===== config.mk =====
export PLATFORM = sky130hd
export DESIGN_NAME = tube_event_sequencer_flat
export DESIGN_NICKNAME = d
export VERILOG_FILES = /design/src/rtl/tube_event_sequencer_if.sv /design/src/rtl/tube_event_sequencer.sv /design/src/flat_wrapper.sv
export SDC_FILE = /design/constraint.sdc
export NUM_CORES = 1
export LEC_CHECK = 0
export ABC_AREA = 1
export CORE_ASPECT_RATIO = 1.2
export CORE_MARGIN = 2
export CORE_UTILIZATION = 52
export DETAILED_ROUTE_END_ITERATION = 10
export HOLD_SLACK_MARGIN = 0.12
export PLACE_DENSITY = 0.74
export RECOVER_POWER = 50
export SLEW_MARGIN = 20
export SYNTH_ARGS = -nofsm -noshare
export SYNTH_HDL_FRONTEND = slang
export SYNTH_SLANG_ARGS = --single-unit

===== constraint.sdc =====
create_clock -name CLK -period 1.95 [get_ports CLK]
set_input_delay 0.39 -clock CLK [delete_from_list [all_inputs] [get_ports CLK]]
set_output_delay 0.39 -clock CLK [all_outputs]
set_load 0.02 [all_outputs]

===== src/rtl/tube_event_sequencer_if.sv =====
// Readout handshake between the sequencer (master) and the tristate readout buffer (slave).
interface tube_event_sequencer_if #(
  parameter int unsigned CH_W = 2
);
  logic [7:0]      DATA_OUT;
  logic [CH_W-1:0] CHAN_OUT;
  logic            DATAREADY;
  logic            DATA_ACK;

  modport master (output DATA_OUT, output CHAN_OUT, output DATAREADY, input DATA_ACK);
  modport slave  (input DATA_OUT, input CHAN_OUT, input DATAREADY, output DATA_ACK);
endinterface


===== src/rtl/tube_event_sequencer.sv =====
// Muon tube run control: trigger, timing window with first-hit capture,
// word-by-word readout under ready/ack, then dead-time holdoff.
module tube_event_sequencer #(
  parameter int unsigned NUM_TUBES   = 4,
  parameter int unsigned CH_W        = 2,
  parameter int unsigned WINDOW_LEN  = 200,
  parameter int unsigned HOLDOFF_CYC = 8,
  parameter logic [7:0]  NO_HIT      = 8'hFF
) (
  input  logic                   CLK,
  input  logic                   RST_N,
  input  logic                   SCIN_COINC,
  input  logic [NUM_TUBES-1:0]   TUBE_IN,
  tube_event_sequencer_if.master rd,
  output logic [7:0]             COUNTER,
  output logic                   BUSY,
  output logic [NUM_TUBES-1:0]   HIT_MASK,
  output logic [7:0]             EVENT_CNT,
  output logic [7:0]             DROP_CNT
);

  typedef enum logic [1:0] {S_IDLE, S_WINDOW, S_READOUT, S_HOLDOFF} state_t;

  localparam logic [7:0]      LAST_TICK = 8'(WINDOW_LEN - 1);
  localparam logic [CH_W-1:0] LAST_CH   = CH_W'(NUM_TUBES - 1);
  localparam logic [7:0]      HOLD_LAST = 8'(HOLDOFF_CYC - 1);

  state_t                r_state;
  logic [7:0]            r_counter;
  logic [7:0]            r_data_out;
  logic [CH_W-1:0]       r_chan;
  logic                  r_dataready;
  logic                  r_busy;
  logic [NUM_TUBES-1:0]  r_hit_mask;
  logic [7:0]            r_event_cnt;
  logic [7:0]            r_drop_cnt;
  logic [7:0]            r_hold;
  logic [7:0]            r_time [NUM_TUBES];

  logic [NUM_TUBES-1:0]  w_capture;
  logic [NUM_TUBES-1:0]  w_mask_nxt;
  logic [7:0]            w_time_nxt [NUM_TUBES];
  logic [CH_W-1:0]       w_sel;
  logic [7:0]            w_word;

  // The first readout word is loaded on the same edge as the last window
  // sample, so the word mux looks at the post-capture mask and times.
  always_comb begin
    w_capture  = (r_state == S_WINDOW) ? (TUBE_IN & ~r_hit_mask) : '0;
    w_mask_nxt = r_hit_mask | w_capture;
    for (int unsigned i = 0; i < NUM_TUBES; i++) begin
      w_time_nxt[i] = w_capture[i] ? r_counter : r_time[i];
    end
    w_sel  = (r_state == S_WINDOW) ? '0 : r_chan + CH_W'(1);
    w_word = w_mask_nxt[w_sel] ? w_time_nxt[w_sel] : NO_HIT;
  end

  always_ff @(posedge CLK) begin
    if (!RST_N) begin
      r_state     <= S_IDLE;
      r_counter   <= '0;
      r_data_out  <= '0;
      r_chan      <= '0;
      r_dataready <= 1'b0;
      r_busy      <= 1'b0;
      r_hit_mask  <= '0;
      r_event_cnt <= '0;
      r_drop_cnt  <= '0;
      r_hold      <= '0;
      for (int unsigned i = 0; i < NUM_TUBES; i++) begin
        r_time[i] <= '0;
      end
    end else begin
      if (SCIN_COINC && (r_state != S_IDLE) && (r_drop_cnt != '1)) begin
        r_drop_cnt <= r_drop_cnt + 8'd1;
      end

      case (r_state)
        S_IDLE: begin
          if (SCIN_COINC) begin
            r_state     <= S_WINDOW;
            r_busy      <= 1'b1;
            r_hit_mask  <= '0;
            r_counter   <= '0;
            r_event_cnt <= r_event_cnt + 8'd1;
          end
        end

        S_WINDOW: begin
          r_hit_mask <= w_mask_nxt;
          for (int unsigned i = 0; i < NUM_TUBES; i++) begin
            r_time[i] <= w_time_nxt[i];
          end
          if (r_counter == LAST_TICK) begin
            r_state     <= S_READOUT;
            r_chan      <= '0;
            r_data_out  <= w_word;
            r_dataready <= 1'b1;
          end else begin
            r_counter <= r_counter + 8'd1;
          end
        end

        S_READOUT: begin
          if (rd.DATA_ACK) begin
            if (r_chan == LAST_CH) begin
              r_dataready <= 1'b0;
              if (HOLDOFF_CYC == 0) begin
                r_state   <= S_IDLE;
                r_busy    <= 1'b0;
                r_counter <= '0;
              end else begin
                r_state <= S_HOLDOFF;
                r_hold  <= HOLD_LAST;
              end
            end else begin
              r_chan     <= r_chan + CH_W'(1);
              r_data_out <= w_word;
            end
          end
        end

        S_HOLDOFF: begin
          if (r_hold == '0) begin
            r_state   <= S_IDLE;
            r_busy    <= 1'b0;
            r_counter <= '0;
          end else begin
            r_hold <= r_hold - 8'd1;
          end
        end

        default: r_state <= S_IDLE;
      endcase
    end
  end

  assign COUNTER      = r_counter;
  assign BUSY         = r_busy;
  assign HIT_MASK     = r_hit_mask;
  assign EVENT_CNT    = r_event_cnt;
  assign DROP_CNT     = r_drop_cnt;
  assign rd.DATA_OUT  = r_data_out;
  assign rd.CHAN_OUT  = r_chan;
  assign rd.DATAREADY = r_dataready;

endmodule


===== src/flat_wrapper.sv =====
// flat-port wrapper written by rule: the top's interface ports become plain ports
module tube_event_sequencer_flat 
#(
  parameter int unsigned NUM_TUBES   = 4,
  parameter int unsigned CH_W        = 2,
  parameter int unsigned WINDOW_LEN  = 200,
  parameter int unsigned HOLDOFF_CYC = 8,
  parameter logic [7:0]  NO_HIT      = 8'hFF
)
  (CLK, RST_N, SCIN_COINC, TUBE_IN, COUNTER, BUSY, HIT_MASK, EVENT_CNT, DROP_CNT, rd_DATA_OUT, rd_CHAN_OUT, rd_DATAREADY, rd_DATA_ACK);
  tube_event_sequencer_if #(.CH_W(CH_W)) rd_i ();
  input  logic CLK;
  input  logic RST_N;
  input  logic SCIN_COINC;
  input  logic [NUM_TUBES-1:0] TUBE_IN;
  output logic [7:0] COUNTER;
  output logic BUSY;
  output logic [NUM_TUBES-1:0] HIT_MASK;
  output logic [7:0] EVENT_CNT;
  output logic [7:0] DROP_CNT;
  output wire logic [$bits(rd_i.DATA_OUT)-1:0] rd_DATA_OUT;
  output wire logic [$bits(rd_i.CHAN_OUT)-1:0] rd_CHAN_OUT;
  output wire logic [$bits(rd_i.DATAREADY)-1:0] rd_DATAREADY;
  input wire logic [$bits(rd_i.DATA_ACK)-1:0] rd_DATA_ACK;
  assign rd_DATA_OUT = rd_i.DATA_OUT;
  assign rd_CHAN_OUT = rd_i.CHAN_OUT;
  assign rd_DATAREADY = rd_i.DATAREADY;
  assign rd_i.DATA_ACK = rd_DATA_ACK;
  tube_event_sequencer #(.NUM_TUBES(NUM_TUBES), .CH_W(CH_W), .WINDOW_LEN(WINDOW_LEN), .HOLDOFF_CYC(HOLDOFF_CYC), .NO_HIT(NO_HIT)) u_core (.CLK(CLK), .RST_N(RST_N), .SCIN_COINC(SCIN_COINC), .TUBE_IN(TUBE_IN), .rd(rd_i), .COUNTER(COUNTER), .BUSY(BUSY), .HIT_MASK(HIT_MASK), .EVENT_CNT(EVENT_CNT), .DROP_CNT(DROP_CNT));
endmodule

Yosys cells after proc, flatten, opt, wreduce, memory -nomap -nowiden
Memories as Yosys holds them, arrays and structs flattened. Cells that the tools add are included.

Memories: 1. Bits in writable memories: 32. Word-level logic and storage cells: 109. Bits in latches: 0. Flip-flop bits (word level): 50. Bits in read-only memories: 0. Input bits: 8.

Memory list: u_core.r_time (words 4, width 8, rd ports 4, clocked after Yosys merged registers in 0, write ports 4, RTL line tube_event_sequencer.sv:38) `logic [7:0] r_time [NUM_TUBES];`.

Bitwise operators: 8. Order comparisons: 2. Div/mod/pow operators: 0. Multiplexer cells: 51. Shifts and indexed selects: 0. Reductions and logical operators: 18. Eq/ne operators: 14. $mul: 0. Add/subtract/negate cells: 5.

Operators with widths (number): $mux W8 (20); $pmux W8 S2 (2); $add A8 B1 Y8 const B (3); $pmux W8 S3 (1); $mux W2 (9); $bmux W8 S2 (1); $reduce_and A4 Y1 (4); $ne A2 B2 Y1 const B (6); $mux W1 (10); $reduce_bool A2 Y1 (5); $eq A8 B8 Y1 const B (1); $logic_not A8 Y1 (1); $mux W4 (2); $ne A8 B8 Y1 const B (1); $pmux W2 S4 (1); $pmux W4 S2 (1); $sub A8 B1 Y8 const B (1); $eq A2 B2 Y1 const B (3); $reduce_and A5 Y1 (1); $and A4 B4 Y4 (1); $ne A2 B1 Y1 const B (2); $not A4 Y4 (1); $or A1 B1 Y1 (4); $or A4 B4 Y4 (1); other kinds (13) (16).

Logic depth before layout (Yosys ltp)
Depth in word-level cells: 11. Mapped depth: 11. Gate-level depth less buffers: 10.

Least setup slack after synthesis
OpenSTA, ideal clock, no wires.

Kind: flip-flop to flip-flop. From: reg u_core.r_state[1]. To: mem u_core.r_time[0][0] (enable). Library setup time: 0.478 ns. Arrival time: 1.424 ns. Stages on the path, launching flop included: 6. Period minus slack after synthesis: 1.902 ns. Path slack: 0.048 ns. Path through: dfxtp_1 inv_1 ha_1 buf_6 inv_2 nand2_1.

RTL lines: start, declared (RTL line tube_event_sequencer.sv:28) `state_t r_state;`; start signal, assigned (RTL line tube_event_sequencer.sv:60) `r_state <= S_IDLE;`; start signal, assigned (RTL line tube_event_sequencer.sv:81) `r_state <= S_WINDOW;`; start signal, assigned (RTL line tube_event_sequencer.sv:95) `r_state <= S_READOUT;`; end, declared (RTL line tube_event_sequencer.sv:38).

Final worst setup path
From: reg u_core.r_hit_mask[0], in the netlist u_core.HIT_MASK[0]. To: out HIT_MASK[0].

RTL lines: start, declared (RTL line tube_event_sequencer.sv:34) `logic [NUM_TUBES-1:0] r_hit_mask;`; start signal, assigned (RTL line tube_event_sequencer.sv:90) `r_hit_mask <= w_mask_nxt;`; end, declared (RTL line flat_wrapper.sv:18) `output logic [NUM_TUBES-1:0] HIT_MASK;`.

No word-level cell between the ends.

==> out/results.ini <==
[sta]
tns_ps=0
setup_viol=0
setup_slack_ps=67.7
rsz0062_at_grt=no
min_period_ps=1880
hold_violations=0
worst_slew_pin_slew_ps=603
final.period_utilization_pct=96.5
relSlewSlack_pct=59.5
max_clock_freq_mhz=531
finClkSkew_ps=10.9
slew_viol_final=0

[routing]
avgRoutedWirePerCell_um=13.5
drt-vias-per-instance=5.11
drtPass1Iterations=5
vias=4421
dr.first_iter.drc_count=396
drc=0
drt.antenna.violating_nets=0
wirelength_um=11700

[setup_path]
cp-start-kind=flip-flop
crit_path_end_kind=output pin
cp_num_buf_inv=1
crit_chain=clkdlybuf4s50_1
rr_startpoint=u_core.DROP_CNT[0]
worstSetupPathType=reg2out
cp.required_ps=1560
cp_max_fo=4
startpoint=u_core.HIT_MASK[0]
crit_family=buffers and inverters
slowest_delay_ps=680
crit_slowest_cell=clkdlybuf4s50_1
crit_arrival_ps=1490

[cells_and_area]
nFillCells=861
nNetsFinal=759
antennaDiodeCount=0
fin_util_pct=63.0
synthToLayoutAreaGrowth_pct=18.7
drive_gt1_share_pct=8.85
final_area_sq_mm=0.00563

[global_route]
grt_pass1_vias=4038
grt_use_met1_pct=30.3
grt_max_degree=33
use_met2_pct=40.0
grt_pass1_wl_um=19100
grtUsageTotal_pct=24.2
met3_usage_pct=4.28
grt_overflow=0
busiest_layer=met2
antenna_found_initial=0

[clock_network]
cts_buffers=9
cts_sinks=82
cts.root.buffer_cell=clkbuf_8
cts.path.max_buffers=2
clk_pin_slew_worst_paths_ps=70
cts_tree=built
clk_latency_ps=360
h-tree-depth=3

[placement]
port_buffers=47
dpl_cell_area_sq_mm=0.00546
place_ws_ps=23.5
post-dp-hpwl_um=8410
place_congestion=0.918

[synth]
ys_ff_latch=82
synth_fa_ha_area_share_pct=2.64
yosys.area.top_type=dfxtp_1
synth-xor-area-share_pct=1.66
ys_seq_area_share_pct=41.4
synth-edff-count=32
synth_mux_area_share_pct=0
synth_compound_gate_area_share_pct=8.28
netlist_area_sq_mm=0.00474
postSynthCellCount=677
synth-simple-area-share_pct=37.0
syn_area_per_cell_sq_um=7.01
synth_cell_types=36
yosys_warnings=0
synth_nets=695
synthFlopType=dfxtp_1
yosysTopAreaCellShare_pct=21.1
synth_top_family_by_area=simple AND/OR/NAND/NOR gates
ys_top_cells_by_area=dfxtp_1 (21%), edfxtp_1 (20%), nand2_1 (18%), nor2_1 (6.7%), inv_1 (6.4%)
synth-async-reset-ratio_pct=0

[run]
cap_viol_max_count=0

[status]
status=finished clean

[floorplan]
fp.coreArea_sq_mm=0.00894
fp-row-count=38
die_y_um=109
ioPinCount=48
dieArea_sq_mm=0.00991
initial_core_util_pct=53.1
dieWidth_um=91.2

[worst_hold_path]
hp-class=reg2reg
hold_path.startpoint=u_core.rd.DATAREADY

[power_and_ir_drop]
p_leak_nw=2.45
ir_worst_vdd_v=0.000861
p_per_area_mw_per_mm2=1230

## per-stage QoR
| stage | hold slack [ps] | power, mW | cells |
|---|---|---|---|
| 2_1_floorplan | 471 | 4.80 | 677 |
| 5_1_grt | 497 | 7.50 | 866 |
| 3_5_place_dp | 455 | 5.73 | 850 |
| 3_3_place_gp | 456 | 5.68 | 850 |
| 4_1_cts | 467 | 6.98 | 866 |
| 6_report | 459 | 6.95 | 866 |
## metal layers
| metal | routed length [um] | vias up |
|---|---|---|
| li1 | - | 2268 |
| met1 | 5030 | 1981 |
| met2 | 5560 | 138 |
| met3 | 670 | 34 |
| met4 | 438 | 0 |
| met5 | 0 | - |
## where the power goes
group | internal, mW | switching (mW) | leakage, nW
Sequential | 2.20 | 0.211 | 0.747
Combinational | 1.17 | 2.12 | 1.60
Clock | 0.655 | 0.594 | 0.0987
Total | 4.03 | 2.92 | 2.45
## synth_stat cells, drive strengths merged (2+ instances only)
cell / instances
clkbuf: 6
nand4: 3
buf: 7
a21oi: 43
edfxtp: 32
o211ai: 2
ha: 10
dfxtp: 50
o21ai: 28
nand2: 227
or2: 2
inv: 91
nor2: 96
xor2: 8
nand3: 61
nor3: 7
## cells by family after synthesis
group,Yosys count
AO/OA/AOI/OAI,73
XOR/XNOR,9
adder cells (fa/ha/maj),10
buffers and inverters,105
flip-flops,82
AND/OR/NAND/NOR,398
## path summary, 6_finish.rpt
check	to	slack, ps	depth (start not counted)
hold / removal	u_core.rd.DATAREADY	460	2
hold reg to reg	u_core.rd.DATAREADY	460	2
setup reg to reg	u_core.DROP_CNT[1]	100	6
setup / recovery	HIT_MASK[0]	70	1
## sequential cells by signal, summed over array words and instances, names as in the netlist
register,count
u_core.HIT_MASK,4
u_core.rd.CHAN_OUT,2
u_core.rd.DATAREADY,1
u_core.r_time,32
u_core.DROP_CNT,8
u_core.BUSY,1
u_core.COUNTER,8
u_core.rd.DATA_OUT,8
u_core.r_state,2
u_core.EVENT_CNT,8
u_core.r_hold,8
## placed cells by master, fill, tap and decap left out, types with 3 or more instances in the layout
cell / instances
buf_4: 13
dlygate4sd3_1: 5
nand2_4: 4
nand2_1: 223
nor2_1: 85
dfxtp_1: 48
a21oi_1: 40
nor2_2: 4
nor3_1: 7
o21ai_1: 6
ha_1: 10
clkdlybuf4s50_1: 42
nand3_1: 55
clkinv_1: 3
nand3_4: 3
nor2_4: 6
inv_2: 9
xor2_1: 8
clkbuf_1: 4
o21ai_0: 22
inv_1: 82
clkbuf_8: 11
edfxtp_1: 32
nand3_2: 3
a21oi_2: 3
## area by class of cell
class | instances | area (sq um) | area share [%]
clock buffer | 13 | 159 | 2.82
inverter | 92 | 345 | 6.13
timing repair buffer | 66 | 632 | 11.2
multi-input combinational | 490 | 2340 | 41.6
clock inverter | 3 | 37.5 | 0.667
tap | 120 | 150 | 2.67
sequential | 82 | 1960 | 34.9
## repair_timing
action,CTS,global route
setup endpoints to repair,1,7
hold buffers,0,0
resized for setup,1,3
hold endpoints to repair,0,0
buffers inserted,0,0
Power figures use the tool's default switching activity.
